$ cat config.mk
export PLATFORM = sky130hd
export DESIGN_NAME = ssd_scan_n_flat
export DESIGN_NICKNAME = d
export VERILOG_FILES = /design/src/rtl/ssd_scan_n_if.sv /design/src/rtl/ssd_scan_n.sv /design/src/flat_wrapper.sv
export SDC_FILE = /design/constraint.sdc
export NUM_CORES = 1
export LEC_CHECK = 0
export ABC_AREA = 0
export CORE_AREA = 8 8 119 148
export DETAILED_ROUTE_END_ITERATION = 8
export DIE_AREA = 0 0 127 156
export PLACE_DENSITY_LB_ADDON = 0.2
export SLEW_MARGIN = 30
export SYNTH_ARGS = -nofsm -noshare
export SYNTH_HDL_FRONTEND = slang
export SYNTH_SLANG_ARGS = --single-unit
$ cat constraint.sdc
create_clock -name clk -period 4.4 [get_ports clk]
set_clock_uncertainty 0.15 [all_clocks]
set_input_delay 0.88 -clock clk [delete_from_list [all_inputs] [get_ports clk]]
set_output_delay 0.88 -clock clk [all_outputs]
set_load 0.05 [all_outputs]
$ cat src/rtl/ssd_scan_n_if.sv
// ssd_scan_n_if: user-side bus of the multiplexed seven-segment scanner.
//   master : user logic; drives digits/dp/enable/blink/load/brightness and
//            observes the pin-level outputs seg/dp_n/an/frame.
//   slave  : the scanner itself.
// load is a single-cycle strobe with no ready: the scanner accepts it on any
// cycle it is high, and the captured values become visible at the next frame
// boundary (or at once when load coincides with the boundary cycle).
interface ssd_scan_n_if #(
  parameter int DIGITS = 8
);
  logic [4*DIGITS-1:0] digits;
  logic [DIGITS-1:0]   dp;
  logic [DIGITS-1:0]   enable;
  logic [DIGITS-1:0]   blink;
  logic                load;
  logic [3:0]          brightness;
  logic [6:0]          seg;
  logic                dp_n;
  logic [DIGITS-1:0]   an;
  logic                frame;

  modport master (
    output digits, dp, enable, blink, load, brightness,
    input  seg, dp_n, an, frame
  );

  modport slave (
    input  digits, dp, enable, blink, load, brightness,
    output seg, dp_n, an, frame
  );
endinterface

$ cat src/rtl/ssd_scan_n.sv
// ssd_scan_n: multiplexed seven-segment controller for DIGITS common-anode
// digits with per-digit dp/enable/blink, 4-bit PWM brightness, inter-digit
// blanking and double-buffered (shadow -> active) loading.
// Ports:
//   clk  system clock
//   rst  synchronous reset, active-low
//   bus  ssd_scan_n_if.slave: digits/dp/enable/blink/load/brightness in,
//        seg/dp_n/an (all active-low) and frame pulse out
module ssd_scan_n #(
  parameter int DIGITS       = 8,
  parameter int PRESCALE     = 65536,
  parameter int BLANK        = 1024,
  parameter int BLINK_FRAMES = 64
) (
  input  logic        clk,
  input  logic        rst,
  ssd_scan_n_if.slave bus
);
  localparam int CW = (PRESCALE > 1) ? $clog2(PRESCALE) : 1;
  localparam int IW = (DIGITS > 1) ? $clog2(DIGITS) : 1;
  localparam int FW = (BLINK_FRAMES > 1) ? $clog2(BLINK_FRAMES) : 1;

  localparam logic [CW-1:0] CNT_LAST  = CW'(PRESCALE - 1);
  localparam logic [CW-1:0] CNT_BLANK = CW'(BLANK);
  localparam logic [IW-1:0] IDX_LAST  = IW'(DIGITS - 1);
  localparam logic [FW-1:0] FR_LAST   = FW'(BLINK_FRAMES - 1);

  logic [CW-1:0] cnt;
  logic [IW-1:0] idx;
  logic [3:0]    pwm;
  logic [FW-1:0] fcnt;
  logic          blink_ph;

  logic [4*DIGITS-1:0] digit_s, digit_a;
  logic [DIGITS-1:0]   dp_s, dp_a;
  logic [DIGITS-1:0]   en_s, en_a;
  logic [DIGITS-1:0]   bl_s, bl_a;

  logic [DIGITS-1:0] an_q, an_d;
  logic [6:0]        seg_q, seg_d;
  logic              dp_n_q, dp_n_d;
  logic              frame_q;

  logic       slot_end, frame_end;
  logic       dark, lit;
  logic [3:0] nib;
  logic [6:0] hex_seg;

  assign slot_end  = (cnt == CNT_LAST);
  assign frame_end = slot_end && (idx == IDX_LAST);

  always_comb begin
    dark    = 1'b0;
    lit     = 1'b0;
    nib     = 4'h0;
    hex_seg = 7'h7F;
    an_d    = '1;
    seg_d   = 7'h7F;
    dp_n_d  = 1'b1;

    dark = ~en_a[idx] | (bl_a[idx] & blink_ph);
    // The first BLANK cycles of every slot stay dark so the previous digit's
    // segment pattern cannot ghost onto the newly selected anode.
    lit  = ~dark & (cnt >= CNT_BLANK) & (pwm <= bus.brightness);
    nib  = digit_a[{idx, 2'b00} +: 4];

    case (nib)
      4'h0: hex_seg = 7'b0000001;
      4'h1: hex_seg = 7'b1001111;
      4'h2: hex_seg = 7'b0010010;
      4'h3: hex_seg = 7'b0000110;
      4'h4: hex_seg = 7'b1001100;
      4'h5: hex_seg = 7'b0100100;
      4'h6: hex_seg = 7'b0100000;
      4'h7: hex_seg = 7'b0001111;
      4'h8: hex_seg = 7'b0000000;
      4'h9: hex_seg = 7'b0000100;
      4'hA: hex_seg = 7'b0001000;
      4'hB: hex_seg = 7'b1100000;
      4'hC: hex_seg = 7'b0110001;
      4'hD: hex_seg = 7'b1000010;
      4'hE: hex_seg = 7'b0110000;
      default: hex_seg = 7'b0111000;
    endcase

    if (lit) begin
      an_d  = ~(DIGITS'(1) << idx);
      seg_d = hex_seg;
    end
    dp_n_d = ~(lit & dp_a[idx]);
  end

  always_ff @(posedge clk) begin
    if (!rst) begin
      cnt      <= '0;
      idx      <= '0;
      pwm      <= '0;
      fcnt     <= '0;
      blink_ph <= 1'b0;
      digit_s  <= '0;
      dp_s     <= '0;
      en_s     <= '0;
      bl_s     <= '0;
      digit_a  <= '0;
      dp_a     <= '0;
      en_a     <= '0;
      bl_a     <= '0;
      an_q     <= '1;
      seg_q    <= 7'h7F;
      dp_n_q   <= 1'b1;
      frame_q  <= 1'b0;
    end else begin
      cnt <= slot_end ? '0 : cnt + 1'b1;
      if (slot_end) begin
        idx <= (idx == IDX_LAST) ? '0 : idx + 1'b1;
      end
      pwm <= pwm + 1'b1;

      if (bus.load) begin
        digit_s <= bus.digits;
        dp_s    <= bus.dp;
        en_s    <= bus.enable;
        bl_s    <= bus.blink;
      end

      // Active copy only changes between frames, so a frame never mixes old
      // and new values. A load on the boundary cycle itself would otherwise
      // miss this transfer and wait a whole extra frame, hence the bypass.
      if (frame_end) begin
        digit_a <= bus.load ? bus.digits : digit_s;
        dp_a    <= bus.load ? bus.dp     : dp_s;
        en_a    <= bus.load ? bus.enable : en_s;
        bl_a    <= bus.load ? bus.blink  : bl_s;
        if (fcnt == FR_LAST) begin
          fcnt     <= '0;
          blink_ph <= ~blink_ph;
        end else begin
          fcnt <= fcnt + 1'b1;
        end
      end

      an_q    <= an_d;
      seg_q   <= seg_d;
      dp_n_q  <= dp_n_d;
      frame_q <= frame_end;
    end
  end

  assign bus.an    = an_q;
  assign bus.seg   = seg_q;
  assign bus.dp_n  = dp_n_q;
  assign bus.frame = frame_q;
endmodule

$ cat src/flat_wrapper.sv
// flat-port wrapper written by rule: the top's interface ports become plain ports
module ssd_scan_n_flat 
#(
  parameter int DIGITS       = 8,
  parameter int PRESCALE     = 65536,
  parameter int BLANK        = 1024,
  parameter int BLINK_FRAMES = 64
)
  (clk, rst, bus_digits, bus_dp, bus_enable, bus_blink, bus_load, bus_brightness, bus_seg, bus_dp_n, bus_an, bus_frame);
  ssd_scan_n_if #(.DIGITS(DIGITS)) bus_i ();
  input  logic clk;
  input  logic rst;
  input wire logic [$bits(bus_i.digits)-1:0] bus_digits;
  input wire logic [$bits(bus_i.dp)-1:0] bus_dp;
  input wire logic [$bits(bus_i.enable)-1:0] bus_enable;
  input wire logic [$bits(bus_i.blink)-1:0] bus_blink;
  input wire logic [$bits(bus_i.load)-1:0] bus_load;
  input wire logic [$bits(bus_i.brightness)-1:0] bus_brightness;
  output wire logic [$bits(bus_i.seg)-1:0] bus_seg;
  output wire logic [$bits(bus_i.dp_n)-1:0] bus_dp_n;
  output wire logic [$bits(bus_i.an)-1:0] bus_an;
  output wire logic [$bits(bus_i.frame)-1:0] bus_frame;
  assign bus_i.digits = bus_digits;
  assign bus_i.dp = bus_dp;
  assign bus_i.enable = bus_enable;
  assign bus_i.blink = bus_blink;
  assign bus_i.load = bus_load;
  assign bus_i.brightness = bus_brightness;
  assign bus_seg = bus_i.seg;
  assign bus_dp_n = bus_i.dp_n;
  assign bus_an = bus_i.an;
  assign bus_frame = bus_i.frame;
  ssd_scan_n #(.DIGITS(DIGITS), .PRESCALE(PRESCALE), .BLANK(BLANK), .BLINK_FRAMES(BLINK_FRAMES)) u_core (.clk(clk), .rst(rst), .bus(bus_i));
endmodule
==> out/metrics.cfg <==
[timing]
finalMaxSlewViolations = 0
final_min_period_over_clock_period_pct = 64.9
setup_viol = 0
slew_headroom_pct = 45.3
final.setup.tns_ns = 0
hold_viol_final = 0
hold_slack_ns = 0.300
fmax_mhz = 350
min_period_ns = 2.86
rsz0062_at_grt = false
worst_slew_pin_slew_ns = 0.804

[run]
maxCapViolations = 0

[grt]
grt_pass1_vias = 4887
grtUsageTotal_pct = 14.5
grt_max_degree = 69
antenna_found_initial = 0
grt-ovfl-total = 0
grt_pass1_wl_um = 23200

[clock_tree]
h-tree-depth = 4
clk_latency_ns = 0.42
cts_hold_buf = 0
clk_pin_slew_worst_paths_ns = 0.06
postCtsSetupBuffers = 0
cts_tree = built
cts_root_buffer = clkbuf_16
ctsResizeCount = 0
numCtsBuffers = 17
numClockSinks = 159
cts.path.max_buffers = 2

[synth]
yosys_warnings = 0
syn-cell-area_sq_um = 6730
synth_ff_type = dfxtp_1
async_flop_share_pct = 0
avgSynthCellArea_sq_um = 9.75
synthDistinctLibCells = 47
synth_cells = 690
yosysSeqAreaShare_pct = 47.3
synth_edf_count = 0
ys_ff_latch = 159
syn_nets = 773

[outcome]
outcome = complete, no violations

[critical_path]
reg2reg_from = u_core.cnt[0]$_SDFF_PP0_
crit_slowest_cell = nand3_2
start_kind = flip-flop
worstPathMaxFanout = 35
crit_type = reg2reg
startpoint = u_core.cnt[0]$_SDFF_PP0_
cp-endpoint = u_core.digit_a[0]$_SDFFE_PN0P_
path_cells = ha_1 > and3_1 > and3_1 > nand3_2 > buf_4 > and2_1 > o21a_1
worstPathArrival_ns = 3.02
rr_worst_depth = 7
r2r_slack_ns = 1.54
max_stage_delay_ns = 0.53
timing.rr.end = u_core.digit_a[0]$_SDFFE_PN0P_
worstPathRequired_ns = 4.57
crit_path_end_kind = flip-flop
cp_common_cell = and3_1

[detailed_routing]
routedWlPerCell_um = 14.6
drtAntennaViolNets = 0
routed_wl_um = 13900
firstDrtPassIters = 7
drt_iter0_markers = 222
routed_via_density = 5.12
drcViolationCount = 0
vias = 4874

[floorplanning]
die_h_um = 156
ios = 80
start_util_pct = 43.9
fp.dieW_um = 127
dieArea_sq_um = 19800
rows = 51
core_sq_um = 15300

[layout]
post-route-util_pct = 53.7
drive_above_1_share_pct = 14.2
final_cell_mix = dfxtp_1 (159), nand2_1 (131), clkdlybuf4s50_1 (77)
final_common_cell = dfxtp_1
num_antenna_cells = 0
nets = 838
areaGrowthSynthToFinish_pct = 22.2

[power_and_ir_drop]
power_frac_comb_pct = 5.6
ir_drop_uv = 269
total_power_mw = 3.19
switchingPower_uw = 658
p_int_mw = 2.53
p_sw_share_pct = 20.6
leakage_nw = 3.08
seqPwrFrac_pct = 46.6
pwr_density_cell_nw_per_um2 = 388
pwr-share-clk_pct = 47.8

[min_path]
min_path_cells = 2
hold_path.class = reg2reg

[placed_design]
port_buffers = 79
hpwl_um = 9770
gp_congestion = 0.737

## critical path: cells and delay by family (launching register included)
kind / cells / cell delay (ns)
AOI/OAI and AO/OA: 1 / 0.17
adders and majority gates: 1 / 0.20
buffers and inverters: 1 / 0.47
DFF: 1 / 0.39
and+or+nand+nor: 4 / 1.35
## power by group through the flow
| stage | Sequential [mW] | Clock (mW) | Combinational (mW) |
|---|---|---|---|
| 3_3_place_gp | 1.52 | 0 | 0.178 |
| 5_1_grt | 1.49 | 1.62 | 0.197 |
| 6_report | 1.49 | 1.53 | 0.179 |
| 2_1_floorplan | 1.51 | 0 | 0.104 |
| 4_1_cts | 1.49 | 1.56 | 0.182 |
| 3_5_place_dp | 1.52 | 0 | 0.181 |
## sequential cells by signal, summed over array words and instances (netlist names), 8 cells and up
signal / cells
u_core.dp_a: 8
u_core.en_a: 8
u_core.digit_a: 32
u_core.en_s: 8
u_core.cnt: 16
u_core.bus.an: 8
u_core.digit_s: 32
u_core.dp_s: 8
u_core.bl_a: 8
u_core.bl_s: 8
## layer usage
metal / track usage, % / share of wire, % / up-vias / wire [um]
met5: 0 / 0 / - / 0
met4: 6.53 / 1.6 / 0 / 223
met3: 3.63 / 3.6 / 16 / 506
met2: 25.1 / 51 / 72 / 7030
met1: 16.5 / 44 / 2341 / 6150
li1: - / - / 2445 / -
## worst min-delay path by stage
stage | start | to | slack [ns]
global placement | u_core.en_a[7]$_SDFFE_PN0P_ | u_core.en_a[7]$_SDFFE_PN0P_ | 0.29
CTS | u_core.en_a[6]$_SDFFE_PN0P_ | u_core.en_a[6]$_SDFFE_PN0P_ | 0.30
global route | u_core.en_a[6]$_SDFFE_PN0P_ | u_core.en_a[6]$_SDFFE_PN0P_ | 0.32
finish | u_core.dp_a[7]$_SDFFE_PN0P_ | u_core.dp_a[7]$_SDFFE_PN0P_ | 0.30
floorplan | u_core.digit_a[4]$_SDFFE_PN0P_ | u_core.digit_a[4]$_SDFFE_PN0P_ | 0.28
detailed placement | u_core.en_a[4]$_SDFFE_PN0P_ | u_core.en_a[4]$_SDFFE_PN0P_ | 0.29
## cells by family after synthesis
| group | Yosys count | share of synthesized area, % |
|---|---|---|
| buffers and inverters | 59 | 4.05 |
| AND/OR/NAND/NOR | 272 | 19.2 |
| AO/OA/AOI/OAI | 83 | 7.23 |
| multiplexers | 79 | 16.2 |
| adder cells (fa/ha/maj) | 20 | 3.72 |
| flip-flops | 159 | 47.3 |
| XOR/XNOR | 18 | 2.34 |
## cell usage after synthesis (all sizes together) (4+ instances only)
| library cell | instances | area share, % |
|---|---|---|
| xor2 | 10 | 1.3 |
| dfxtp | 159 | 47 |
| mux4 | 14 | 5.2 |
| nand4 | 4 | 0.37 |
| or3 | 5 | 0.46 |
| mux2i | 10 | 1.7 |
| ha | 20 | 3.7 |
| a21oi | 62 | 4.8 |
| o21ai | 7 | 0.52 |
| mux2 | 55 | 9.2 |
| nand2 | 131 | 7.3 |
| buf | 19 | 1.8 |
| nor2 | 36 | 2.0 |
| inv | 16 | 0.89 |
| o221ai | 4 | 0.61 |
| and2 | 60 | 5.6 |
| xnor2 | 8 | 1.0 |
| and4 | 5 | 0.65 |
| nand3 | 14 | 1.0 |
| clkbuf | 22 | 1.2 |
| and3 | 6 | 0.56 |
## through the flow
step	std cells	setup WS [ns]	instance area, sq um
6_report	952	1.54	8220
5_1_grt	952	1.32	8220
4_1_cts	952	1.55	8220
3_5_place_dp	921	1.38	7600
3_3_place_gp	921	1.46	7600
2_1_floorplan	690	2.04	6730
## area by class of cell
| type | instances | area, sq um |
|---|---|---|
| Inverter | 18 | 67.6 |
| Timing Repair Buffer | 87 | 841 |
| Multi-Input combinational cell | 472 | 3280 |
| Tap cell | 185 | 231 |
| Clock inverter | 13 | 189 |
| Sequential cell | 159 | 3180 |
| Clock buffer | 18 | 429 |
| Fill cell | 1429 | 7090 |
Power figures use the tool's default switching activity.
